## config.mk

```make
export PLATFORM = sky130hd
export DESIGN_NAME = temporal_decoder_n
export DESIGN_NICKNAME = d
export VERILOG_FILES = /design/src/rtl/temporal_decoder_n.sv
export SDC_FILE = /design/constraint.sdc
export NUM_CORES = 1
export LEC_CHECK = 0
export ABC_AREA = 1
export BUFFER_PORTS_ARGS = -buffer_cell sky130_fd_sc_hd__buf_2
export CORE_MARGIN = 2
export CORE_UTILIZATION = 40
export DETAILED_ROUTE_END_ITERATION = 6
export SLEW_MARGIN = 30
export SYNTH_ARGS = -nofsm -noshare
export SYNTH_HDL_FRONTEND = slang
export SYNTH_SLANG_ARGS = --single-unit
```

## constraint.sdc

```tcl
create_clock -name aclk -period 2 [get_ports aclk]
set_input_delay 0.4 -clock aclk [delete_from_list [all_inputs] [get_ports aclk]]
set_output_delay 0.4 -clock aclk [all_outputs]
set_load 0.02 [all_outputs]
```

## src/rtl/temporal_decoder_n.sv

```systemverilog
// Temporal decoder: converts first-rising-edge arrival times of N race-logic lines
// into binary stamps per gamma cycle and hands them off over valid/ready.
module temporal_decoder_n #(
    parameter int unsigned NUM_INPUTS        = 4,
    parameter int unsigned GAMMA_CYCLE_WIDTH = 16,
    parameter int unsigned SYNC_STAGES       = 2,
    parameter int unsigned T_W               = $clog2(GAMMA_CYCLE_WIDTH)
) (
    input  logic                           aclk,
    input  logic                           grst_n,
    input  logic [NUM_INPUTS-1:0]          inputs,
    output logic                           gamma_rst,
    output logic                           out_valid,
    input  logic                           out_ready,
    output logic [NUM_INPUTS-1:0]          fired,
    output logic [NUM_INPUTS*T_W-1:0]      times,
    output logic                           overrun
);

    localparam int unsigned N = NUM_INPUTS;
    localparam logic [T_W-1:0] LAST_COUNT = T_W'(GAMMA_CYCLE_WIDTH - 1);
    localparam logic [T_W-1:0] WIN_START  = T_W'(SYNC_STAGES);

    typedef enum logic {
        ST_EMPTY = 1'b0,
        ST_FULL  = 1'b1
    } state_e;

    logic [T_W-1:0]                 count_q, count_d;
    logic [SYNC_STAGES-1:0][N-1:0]  sync_q, sync_d;
    logic [N-1:0]                   cf_q, cf_d;
    logic [N-1:0][T_W-1:0]          ct_q, ct_d;

    logic [N-1:0]                   s;
    logic                           in_window;
    logic                           last_cycle;
    logic [T_W-1:0]                 stamp;
    logic [N-1:0]                   cap;
    logic [N-1:0]                   res_fired;
    logic [N-1:0][T_W-1:0]          res_times;

    state_e                         state_q;
    logic [N-1:0]                   fired_q;
    logic [N-1:0][T_W-1:0]          times_q;
    logic                           overrun_q;

    // Gamma-cycle counter; power-of-two length so it wraps naturally.
    assign count_d = count_q + T_W'(1);

    always_ff @(posedge aclk or negedge grst_n) begin
        if (!grst_n) begin
            count_q <= '0;
        end else begin
            count_q <= count_d;
        end
    end

    assign gamma_rst = (count_q == '0);

    // Per-line synchronizer chain; stage 0 samples the raw line.
    always_comb begin
        sync_d    = sync_q;
        sync_d[0] = inputs;
        for (int unsigned k = 1; k < SYNC_STAGES; k++) begin
            sync_d[k] = sync_q[k-1];
        end
    end

    always_ff @(posedge aclk or negedge grst_n) begin
        if (!grst_n) begin
            sync_q <= '0;
        end else begin
            sync_q <= sync_d;
        end
    end

    assign s = sync_q[SYNC_STAGES-1];

    // Capture: first synchronized high in the window, stamped back by the sync latency.
    assign in_window  = (count_q >= WIN_START);
    assign last_cycle = (count_q == LAST_COUNT);
    assign stamp      = count_q - WIN_START;
    assign cap        = s & ~cf_q & {N{in_window}};

    always_comb begin
        res_fired = cf_q | cap;
        res_times = ct_q;
        for (int unsigned i = 0; i < N; i++) begin
            if (cap[i]) begin
                res_times[i] = stamp;
            end
        end
    end

    always_comb begin
        cf_d = res_fired;
        ct_d = res_times;
        if (last_cycle) begin
            cf_d = '0;
            ct_d = '0;
        end
    end

    always_ff @(posedge aclk or negedge grst_n) begin
        if (!grst_n) begin
            cf_q <= '0;
            ct_q <= '0;
        end else begin
            cf_q <= cf_d;
            ct_q <= ct_d;
        end
    end

    // Output handshake FSM; a load arrives only at the end of a gamma cycle.
    always_ff @(posedge aclk or negedge grst_n) begin
        if (!grst_n) begin
            state_q   <= ST_EMPTY;
            fired_q   <= '0;
            times_q   <= '0;
            overrun_q <= 1'b0;
        end else begin
            overrun_q <= 1'b0;
            case (state_q)
                ST_EMPTY: begin
                    if (last_cycle) begin
                        fired_q <= res_fired;
                        times_q <= res_times;
                        state_q <= ST_FULL;
                    end
                end
                ST_FULL: begin
                    if (last_cycle) begin
                        if (out_ready) begin
                            fired_q <= res_fired;
                            times_q <= res_times;
                        end else begin
                            overrun_q <= 1'b1;
                        end
                    end else if (out_ready) begin
                        state_q <= ST_EMPTY;
                    end
                end
                default: state_q <= ST_EMPTY;
            endcase
        end
    end

    assign out_valid = (state_q == ST_FULL);
    assign fired     = fired_q;
    assign times     = times_q;
    assign overrun   = overrun_q;

endmodule

```

Yosys cells after proc, flatten, opt, wreduce, memory -nomap -nowiden. Index checks and enable logic that the tools add are counted.

Bits of input ports: 7. Word-level logic and storage cells: 49. Register bits after elaboration: 54.

Reduce and logical (&&, ||, !) cells: 2. Add/subtract/negate cells: 2. Mux-type cells: 20. Order comparisons: 1. Bitwise gates (word level): 5. Eq/ne operators: 4.

Operator list (count): $mux W16 (4); $mux W4 (8); $pmux W16 S2 (1); $and A4 B4 Y4 (2); $pmux W4 S2 (1); $ne A2 B2 Y1 const B (3); $mux W1 (5); $add A4 B1 Y4 const B (1); $eq A4 B4 Y1 const B (1); $ge A4 B2 Y1 const B (1); $logic_not A4 Y1 (1); $not A4 Y4 (1); $or A4 B4 Y4 (1); $sub A4 B2 Y4 const B (1); $reduce_and A3 Y1 (1); $pmux W1 S2 (1); $not A1 Y1 (1).

Logic depth before layout (Yosys ltp). Gate-level depths: netlist (run 1).

Depth after elaboration: 7. Depth in mapped cells: 9. Gate-level depth less buffers: 8.

Least setup slack after synthesis (run 1). Ideal clock, no wire load.

Path type: register to output. Start: reg count_q[0]. End: out gamma_rst. Buffers on the path: 0. Arrival time: 1.194 ns. Stages on the path, launching flop included: 4. Path slack: 0.406 ns. Data required time: 1.600 ns. Cells stage by stage: dfrtp_1 > inv_1 > ha_1 > nor3b_1.

Word-level cells in the longest chain between the ends: 1.

RTL lines: from (decl) (line 29) `logic [T_W-1:0] count_q, count_d;`; from (signal assigned) (line 54) `count_q <= count_d;`; $logic_not A4 Y1 (line 58) `assign gamma_rst = (count_q == '0);`; to (decl) (line 12) `output logic gamma_rst,`.

No other way between the ends.

Final worst setup path (run 1).
Start: reg count_q[1]. End: out gamma_rst.

Same word-level chain as after synthesis.

==> results of run 1 <==
## cells in the mapped netlist
cell     count
nor2_8       1
buf_6        3
nor2_1      28
inv_1       32
a21oi_1      4
ha_1         5
o21ai_1      4
nand3_4      1
nor3b_1      1
dfrtp_1     54
buf_4        1
xor2_1       2
buf_2        3
nand2_1     74
inv_4        1
nand2_2      4
nand3_1     32
## sequential cells by signal, summed over array words and instances, names as in the netlist
name and cells:
out_valid 1, times 16, count_q 4, s 4, sync_d 4, overrun 1
fired 4, cf_q 4, ct_q 16
## layer usage
metal	vias up	track usage (%)	part of all wire, %
li1	828	-	-
met1	766	21.0	49
met2	23	24.7	46
met3	7	3.52	3.3
met4	0	6.03	1.6
met5	-	0	0
## what timing repair did
| action | CTS | global route |
|---|---|---|
| hold buffers | 0 | 0 |
| gates resized for setup | 0 | 1 |
| hold endpoints to repair | 0 | 0 |
| setup endpoints to repair | 0 | 1 |
## power breakdown
part,total (W),switching [W],internal [W]
sequential,0.00117,0.0000246,0.00114
clock,0.000587,0.000319,0.000268
combinational,0.000174,0.000118,0.0000561
## cell type report
class	instances	area [um^2]
clock buffer	6	82.6
fill	552	2930
inverter	33	126
multi-input combinational	156	733
sequential	54	1350
tap	72	90.1
timing repair buffer	34	195
## per-stage QoR
step | util (%) | setup WS (ns) | std cells | hold slack [ns]
after floorplan | - | 0.406 | 250 | 0.104
final | 46.8 | 0.116 | 355 | 0.0605
after detailed placement | 45.3 | 0.407 | 349 | 0.336
after CTS | 46.8 | 0.0544 | 355 | 0.0714
after global placement | 45.3 | 0.441 | 349 | 0.335
after global routing | 46.8 | 0.0117 | 355 | 0.0861
## worst paths after layout
kind,startpoint,endpoint,slack (ns),depth (start not counted)
worst max-delay path,count_q[1],gamma_rst,0.12,4
worst min-delay path,grst_n,times[9],0.06,1
worst max register to register,count_q[1],times[4],0.46,6
worst min register to register,sync_d[7],s[3],0.35,0
max in group asynchronous,grst_n,times[1],1.38,2
min in group aclk,inputs[2],sync_d[6],0.21,1
## cell families (layout without fill, tap and decap cells)
group | Yosys count | count (layout) | synth area share (%)
buffers and inverters | 40 | 73 | 8.06
AO/OA/AOI/OAI | 8 | 8 | 1.77
AND/OR/NAND/NOR | 141 | 141 | 27.0
adder cells (fa/ha/maj) | 5 | 5 | 2.76
XOR/XNOR | 2 | 2 | 0.773
flip-flops | 54 | 54 | 59.6
## placed cells by master (no fill, tap or decap), types with 2 or more instances in the layout
cell and n:
a21oi_1 4, buf_2 29, clkbuf_8 6, nand2_2 4, xor2_1 2, o21ai_1 4, buf_4 4, nand3_1 32
nand2_1 74, nor2_1 28, inv_1 31, ha_1 5, dfrtp_1 54
==> flow_summary.json, run 1 <==
{
  "syn_inst": 250,
  "grt_pass1_vias": 1637,
  "rsz0062_at_grt": "false",
  "fp.coreArea_um2": 5510,
  "post_cts.repair.setup_buffers": 0,
  "drtIter0Drc": 72,
  "placed_area_um2": 2500,
  "power.total_w": 0.00193,
  "grt_pass1_wl_mm": 7.53,
  "p_leak_nw": 1.42,
  "post_drt_wl_per_cell_um": 11.7,
  "via_per_inst": 4.57,
  "rows": 27,
  "synth_nets": 262,
  "clk_pin_slew_ns": 0.09,
  "criticalPathCategory": "reg2out",
  "clk_latency_ns": 0.30,
  "dp_hpwl_mm": 2.94,
  "cts_tree": "built",
  "tns_ns": 0,
  "path_cells": "inv_1, ha_1, nor3b_1, buf_2",
  "num_vias": 1624,
  "cp-end-kind": "output pin",
  "hold_viol": 0,
  "seq_area_frac_synth_pct": 59.6,
  "synth.top_cell.area_share_pct": 59.6,
  "finalClockSkew_ns": 0.00874,
  "synth-seq-cells": 54,
  "die_w_um": 79.3,
  "drive_above_1_share_pct": 17.0,
  "areaGrowthSynthToFinish_pct": 13.7,
  "cp.arrival_ns": 1.48,
  "cap_viol_max_count": 0,
  "path_delay_family": "flip-flops",
  "synth_top_cell_by_area": "dfrtp_1",
  "slew_viol_final": 0,
  "root_buffer": "clkbuf_8",
  "startpoint_type": "register",
  "period_minus_slack_ns": 1.88,
  "numPortBuffers": 29,
  "synth.avg_cell_area_um2": 9.07,
  "htree_levels": 2,
  "synth.distinct_cells": 17,
  "cts.sinks": 54,
  "die-area_um2": 6290,
  "synth_area_um2": 2270,
  "antenna_found_initial": 0,
  "n_antenna_cell": 0,
  "crit_slowest_cell": "dfrtp_1",
  "start_util_pct": 41.2,
  "yosysWarnings": 0,
  "peakVddDrop_mv": 0.471,
  "postRouteWirelength_mm": 4.14,
  "yosys-top-cells-area": "dfrtp_1 60%, nand2_1 12%, nand3_1 7.1%",
  "grt_max_degree": 35,
  "crit_fanout": 9,
  "max_stage_delay_ns": 0.50,
  "cts-buffers-inserted": 5,
  "fin_area_um2": 2580,
  "required_ns": 1.60,
  "gp_congestion": 0.778,
  "tightest_slew_ns": 0.516,
  "ant_nets": 0,
  "clk_path_buf_depth": 2,
  "drt-pass1-iter-count": 4,
  "slew_headroom_pct": 65.6,
  "powerDensity_nw_per_um2": 747,
  "grt_overflow": 0,
  "setup_viol": 0,
  "finalCritPeriodShare_pct": 94.2,
  "die_y_um": 79.3,
  "grt_usage_pct": 15.6,
  "status": "finished, final reports clean",
  "crit_buf_inv": 2,
  "hold_class": "in2async",
  "remaining_drc_errors": 0,
  "ios": 30,
  "nets": 296,
  "fmaxAchievable_ghz": 0.531
}
Power figures use the tool's default switching activity.
==> run 2: changes to the inputs <==
- CORE_UTILIZATION: 40 -> 56
- PLACE_DENSITY: unset -> 0.78
==> run 2 against run 1 <==
Clock skew is 0.00060 ns higher. Sequential power barely moved. Hold slack better by 0.0023 ns. Clock power rose by 4.8%. Critical path depth unchanged. Cell area about the same. Combinational power hardly changed. Highest routed layer unchanged. Fmax rose by 2.8%. Non-clock buffer count is 2 higher. Critical endpoint unchanged. Wire length decreased by 2.6%. Sequential share of layout area is 0.099 points higher.
==> flow_summary.json, run 2 (synthesized netlist as in run 1, its figures left out) <==
{
  "grt_overflow": 0,
  "grt_pass1_wl_mm": 6.66,
  "numPortBuffers": 29,
  "ff2ff_setup_slack_ns": 0.43,
  "htree_levels": 2,
  "clk_latency_ns": 0.31,
  "final_common_cell": "nand2_1",
  "startpoint_type": "register",
  "gp_congestion": 0.793,
  "final_util_pct": 65.3,
  "root_buffer": "clkbuf_8",
  "post_drt_wl_per_cell_um": 12.0,
  "antenna_found_initial": 0,
  "fin_area_um2": 2580,
  "peakVddDrop_mv": 0.504,
  "grt_pass1_vias": 1508,
  "slew_viol_final": 0,
  "tns_ns": 0,
  "clk_pin_slew_ns": 0.09,
  "drt-pass1-iter-count": 4,
  "fillCellCount": 322,
  "grt_usage_pct": 20.2,
  "powerDensity_nw_per_um2": 759,
  "power.total_w": 0.00195,
  "rows": 23,
  "ios": 30,
  "cap_viol_max_count": 0,
  "cts_tree": "built",
  "finalClockSkew_ns": 0.00934,
  "setup_slack_ns": 0.167,
  "cp-end-kind": "output pin",
  "ant_nets": 0,
  "required_ns": 1.60,
  "drtIter0Drc": 65,
  "num_vias": 1637,
  "crit_fanout": 7,
  "tightest_slew_ns": 0.540,
  "via_per_inst": 4.86,
  "finalCritPeriodShare_pct": 91.6,
  "period_minus_slack_ns": 1.83,
  "criticalPathCategory": "reg2out",
  "drive_above_1_share_pct": 18.1,
  "die-area_um2": 4570,
  "dp_hpwl_mm": 2.74,
  "setup_viol": 0,
  "reg2reg_depth": 9,
  "status": "finished, final reports clean",
  "placed_area_um2": 2470,
  "final_cell_mix": "74 x nand2_1, 53 x dfrtp_1, 32 x nand3_1, 31 x inv_1, 29 x buf_2",
  "p_leak_nw": 1.44,
  "cts-buffers-inserted": 5,
  "nets": 298,
  "clk_path_buf_depth": 2,
  "die_w_um": 67.6,
  "slew_headroom_pct": 64.0,
  "cts_hold_buf": 0,
  "worst_r2r_endpoint": "times[9]",
  "place_ws_ns": 0.437,
  "n_antenna_cell": 0,
  "hold_class": "in2async",
  "areaGrowthSynthToFinish_pct": 13.6,
  "grt_max_degree": 33,
  "rsz0062_at_grt": "false",
  "postRouteWirelength_mm": 4.03,
  "remaining_drc_errors": 0,
  "die_y_um": 67.6,
  "start_util_pct": 57.5,
  "fmaxAchievable_ghz": 0.546,
  "cp.arrival_ns": 1.43,
  "cts.sinks": 54,
  "fp.coreArea_um2": 3940,
  "hold_viol": 0,
  "rr_startpoint": "count_q[1]"
}
-- run 2: metrics by stage --
step	cells	hold slack (ns)
2_1_floorplan	250	0.104
3_3_place_gp	327	0.332
3_5_place_dp	327	0.335
4_1_cts	335	0.0757
5_1_grt	337	0.0846
6_report	337	0.0628
-- run 2: power by group --
part           switching (W)  leakage, nW  internal [W]
Combinational       0.000119        0.713     0.0000561
Sequential         0.0000240        0.675       0.00114
Clock               0.000336       0.0482      0.000280
-- run 2: metal layers --
layer	wire, um	track usage [%]	vias up	part of all wire (%)
met5	0	0	-	0
met4	65	7.65	0	1.6
met3	181	6.00	6	4.5
met2	1940	32.8	30	48
met1	1840	25.6	770	46
li1	-	-	831	-
-- run 2: what timing repair did --
item	in CTS	in global routing
gates resized for setup	0	2
buffers inserted	0	2
setup endpoints to repair	0	1
-- run 2: how the worst max path moves through the flow --
stage,start,endpoint,slack (ns)
after global placement,count_q[0],gamma_rst,0.44
final,count_q[0],gamma_rst,0.17
after CTS,count_q[1],gamma_rst,0.08
after global routing,count_q[0],gamma_rst,0.06
after detailed placement,count_q[0],gamma_rst,0.44
after floorplan,count_q[0],gamma_rst,0.41
-- run 2: cell type report --
type                    count  area (um^2)  share of cell area, %
clock buffers               7         86.3                   3.35
repair buffers             36          210                   8.16
well taps                  50         62.6                   2.43
multi-input cells         156          733                   28.5
inverters                  33          126                   4.91
clock inverters             1         5.00                  0.194
flip-flops and latches     54         1350                   52.5
-- run 2: critical path, cell delays in order, from the launching register on --
cell and delay (ns):
dfrtp_1 0.41, inv_2 0.13, ha_1 0.17, nor3b_1 0.21
buf_2 0.20
==> run 3: changes to the inputs <==
- CORE_MARGIN: 2 -> 1.5
- MAX_ROUTING_LAYER: unset -> met4
==> run 3 against run 2 <==
Final cell count fell by 0.89%. Wire length fell by 0.69%. Sequential cell count did not move. Cell area fell by 0.44%. Via count fell by 0.49%. Critical endpoint unchanged. Largest cell class unchanged. Highest routed layer unchanged.
==> flow_summary.json, run 3 (synthesized netlist as in run 1, its figures left out) <==
{
  "status": "finished, final reports clean",
  "finalCritPeriodShare_pct": 94.2,
  "multi_input_area_um2": 733,
  "ios": 30,
  "areaGrowthSynthToFinish_pct": 13.1,
  "swShare_pct": 24.1,
  "cp.arrival_ns": 1.48,
  "post_cts.repair.setup_buffers": 0,
  "required_ns": 1.60,
  "power_report.internal_total_w": 0.00148,
  "via_per_inst": 4.88,
  "regArea_um2": 1350,
  "cts.sinks": 54,
  "remaining_drc_errors": 0,
  "peakVddDrop_mv": 0.556,
  "grt_pass1_vias": 1589,
  "drtIter0Drc": 158,
  "htree_levels": 2,
  "share_comb_of_total_power_pct": 8.9,
  "seq_power_share_pct": 59.9,
  "root_buffer": "clkbuf_8",
  "dp_cells": 326,
  "crit_fanout": 7,
  "slew_headroom_pct": 71.9,
  "cts-resized-gates": 0,
  "clk_path_buf_depth": 2,
  "hold_class": "in2async",
  "final_common_cell": "nand2_1",
  "n_antenna_cell": 0,
  "setup_viol": 0,
  "start_util_pct": 60.1,
  "final_cell_mix": "74 x nand2_1, 54 x dfrtp_1, 32 x inv_1, 32 x nand3_1, 29 x buf_2",
  "grt_max_degree": 55,
  "cap_viol_max_count": 0,
  "drt-pass1-iter-count": 4,
  "hold_viol": 0,
  "nets": 297,
  "switchingPower_w": 0.000468,
  "die-area_um2": 4440,
  "antenna_found_initial": 0,
  "grt_usage_pct": 21.8,
  "cp-end-kind": "output pin",
  "dp_hpwl_mm": 2.80,
  "ant_nets": 0,
  "period_minus_slack_ns": 1.88,
  "grt_overflow": 0,
  "finalClockSkew_ns": 0.00629,
  "final_util_pct": 68.0,
  "p_leak_nw": 1.44,
  "cts_tree": "built",
  "grt_pass1_wl_mm": 7.02,
  "drive_above_1_share_pct": 17.1,
  "numPortBuffers": 29,
  "fin_cells": 334,
  "fmaxAchievable_ghz": 0.531,
  "hold_ws_ns": 0.0695,
  "criticalPathCategory": "reg2out",
  "die_y_um": 66.6,
  "slew_viol_final": 0,
  "rsz0062_at_grt": "false",
  "gp_congestion": 0.802,
  "fillCellCount": 305,
  "cts_hold_buf": 0,
  "clk_pin_slew_ns": 0.09,
  "powerDensity_nw_per_um2": 758,
  "cts-buffers-inserted": 5,
  "p_clk_share_pct": 31.2,
  "post_drt_wl_per_cell_um": 12.0,
  "tightest_slew_ns": 0.420,
  "fp.coreArea_um2": 3770,
  "startpoint_type": "register",
  "num_vias": 1629,
  "tns_ns": 0,
  "rows": 22,
  "die_w_um": 66.6,
  "postRouteWirelength_mm": 4.00,
  "clk_latency_ns": 0.30
}
-- run 3: cell count changes in the layout (fill, tap and decap cells not counted), sizes merged --
cell	delta
buf	-1
-- run 3: critical path, stage by stage (launching register included) --
cell and delay [ns]:
dfrtp_1 0.42, inv_1 0.20, ha_1 0.19, nor3b_1 0.17, buf_2 0.19
-- run 3: path summary, 6_finish.rpt --
path / startpoint / end / slack, ns / depth (start not counted)
worst max-delay path: count_q[0] / gamma_rst / 0.12 / 4
worst min-delay path: grst_n / overrun / 0.07 / 2
worst max register to register: count_q[0] / ct_q[3] / 0.45 / 9
worst min register to register: sync_d[7] / s[3] / 0.35 / 0
max in group asynchronous: grst_n / cf_q[1] / 1.69 / 2
min in group aclk: inputs[0] / sync_d[4] / 0.20 / 1
-- run 3: power groups by stage --
stage	logic [W]	clock network (W)	registers [W]
after detailed placement	0.000178	0	0.00119
after floorplan	0.0000407	0	0.00124
after global placement	0.000174	0	0.00119
after global routing	0.000195	0.000669	0.00117
final	0.000173	0.000607	0.00116
after CTS	0.000178	0.000633	0.00117
-- run 3: per-layer routing --
metal	share of wire, %	GRT usage (%)	vias to the layer above
li1	-	-	834
met3	4.5	4.90	9
met2	47	34.1	35
met1	46	27.9	751
met4	2.0	8.67	0
met5	0	-	-
-- run 3: final cells by class --
type | instances | share of cell area [%]
Inverter | 33 | 4.93
Clock buffer | 7 | 3.37
Timing Repair Buffer | 35 | 7.90
Sequential cell | 54 | 52.7
Multi-Input combinational cell | 156 | 28.6
Tap cell | 48 | 2.34
Clock inverter | 1 | 0.195
-- run 3: stage by stage --
step	worst slack, ns	total power (W)	instance area [um^2]
2_1_floorplan	0.406	0.00128	2270
3_3_place_gp	0.493	0.00136	2470
3_5_place_dp	0.474	0.00137	2470
4_1_cts	0.112	0.00198	2560
5_1_grt	0.0116	0.00204	2560
6_report	0.116	0.00194	2560
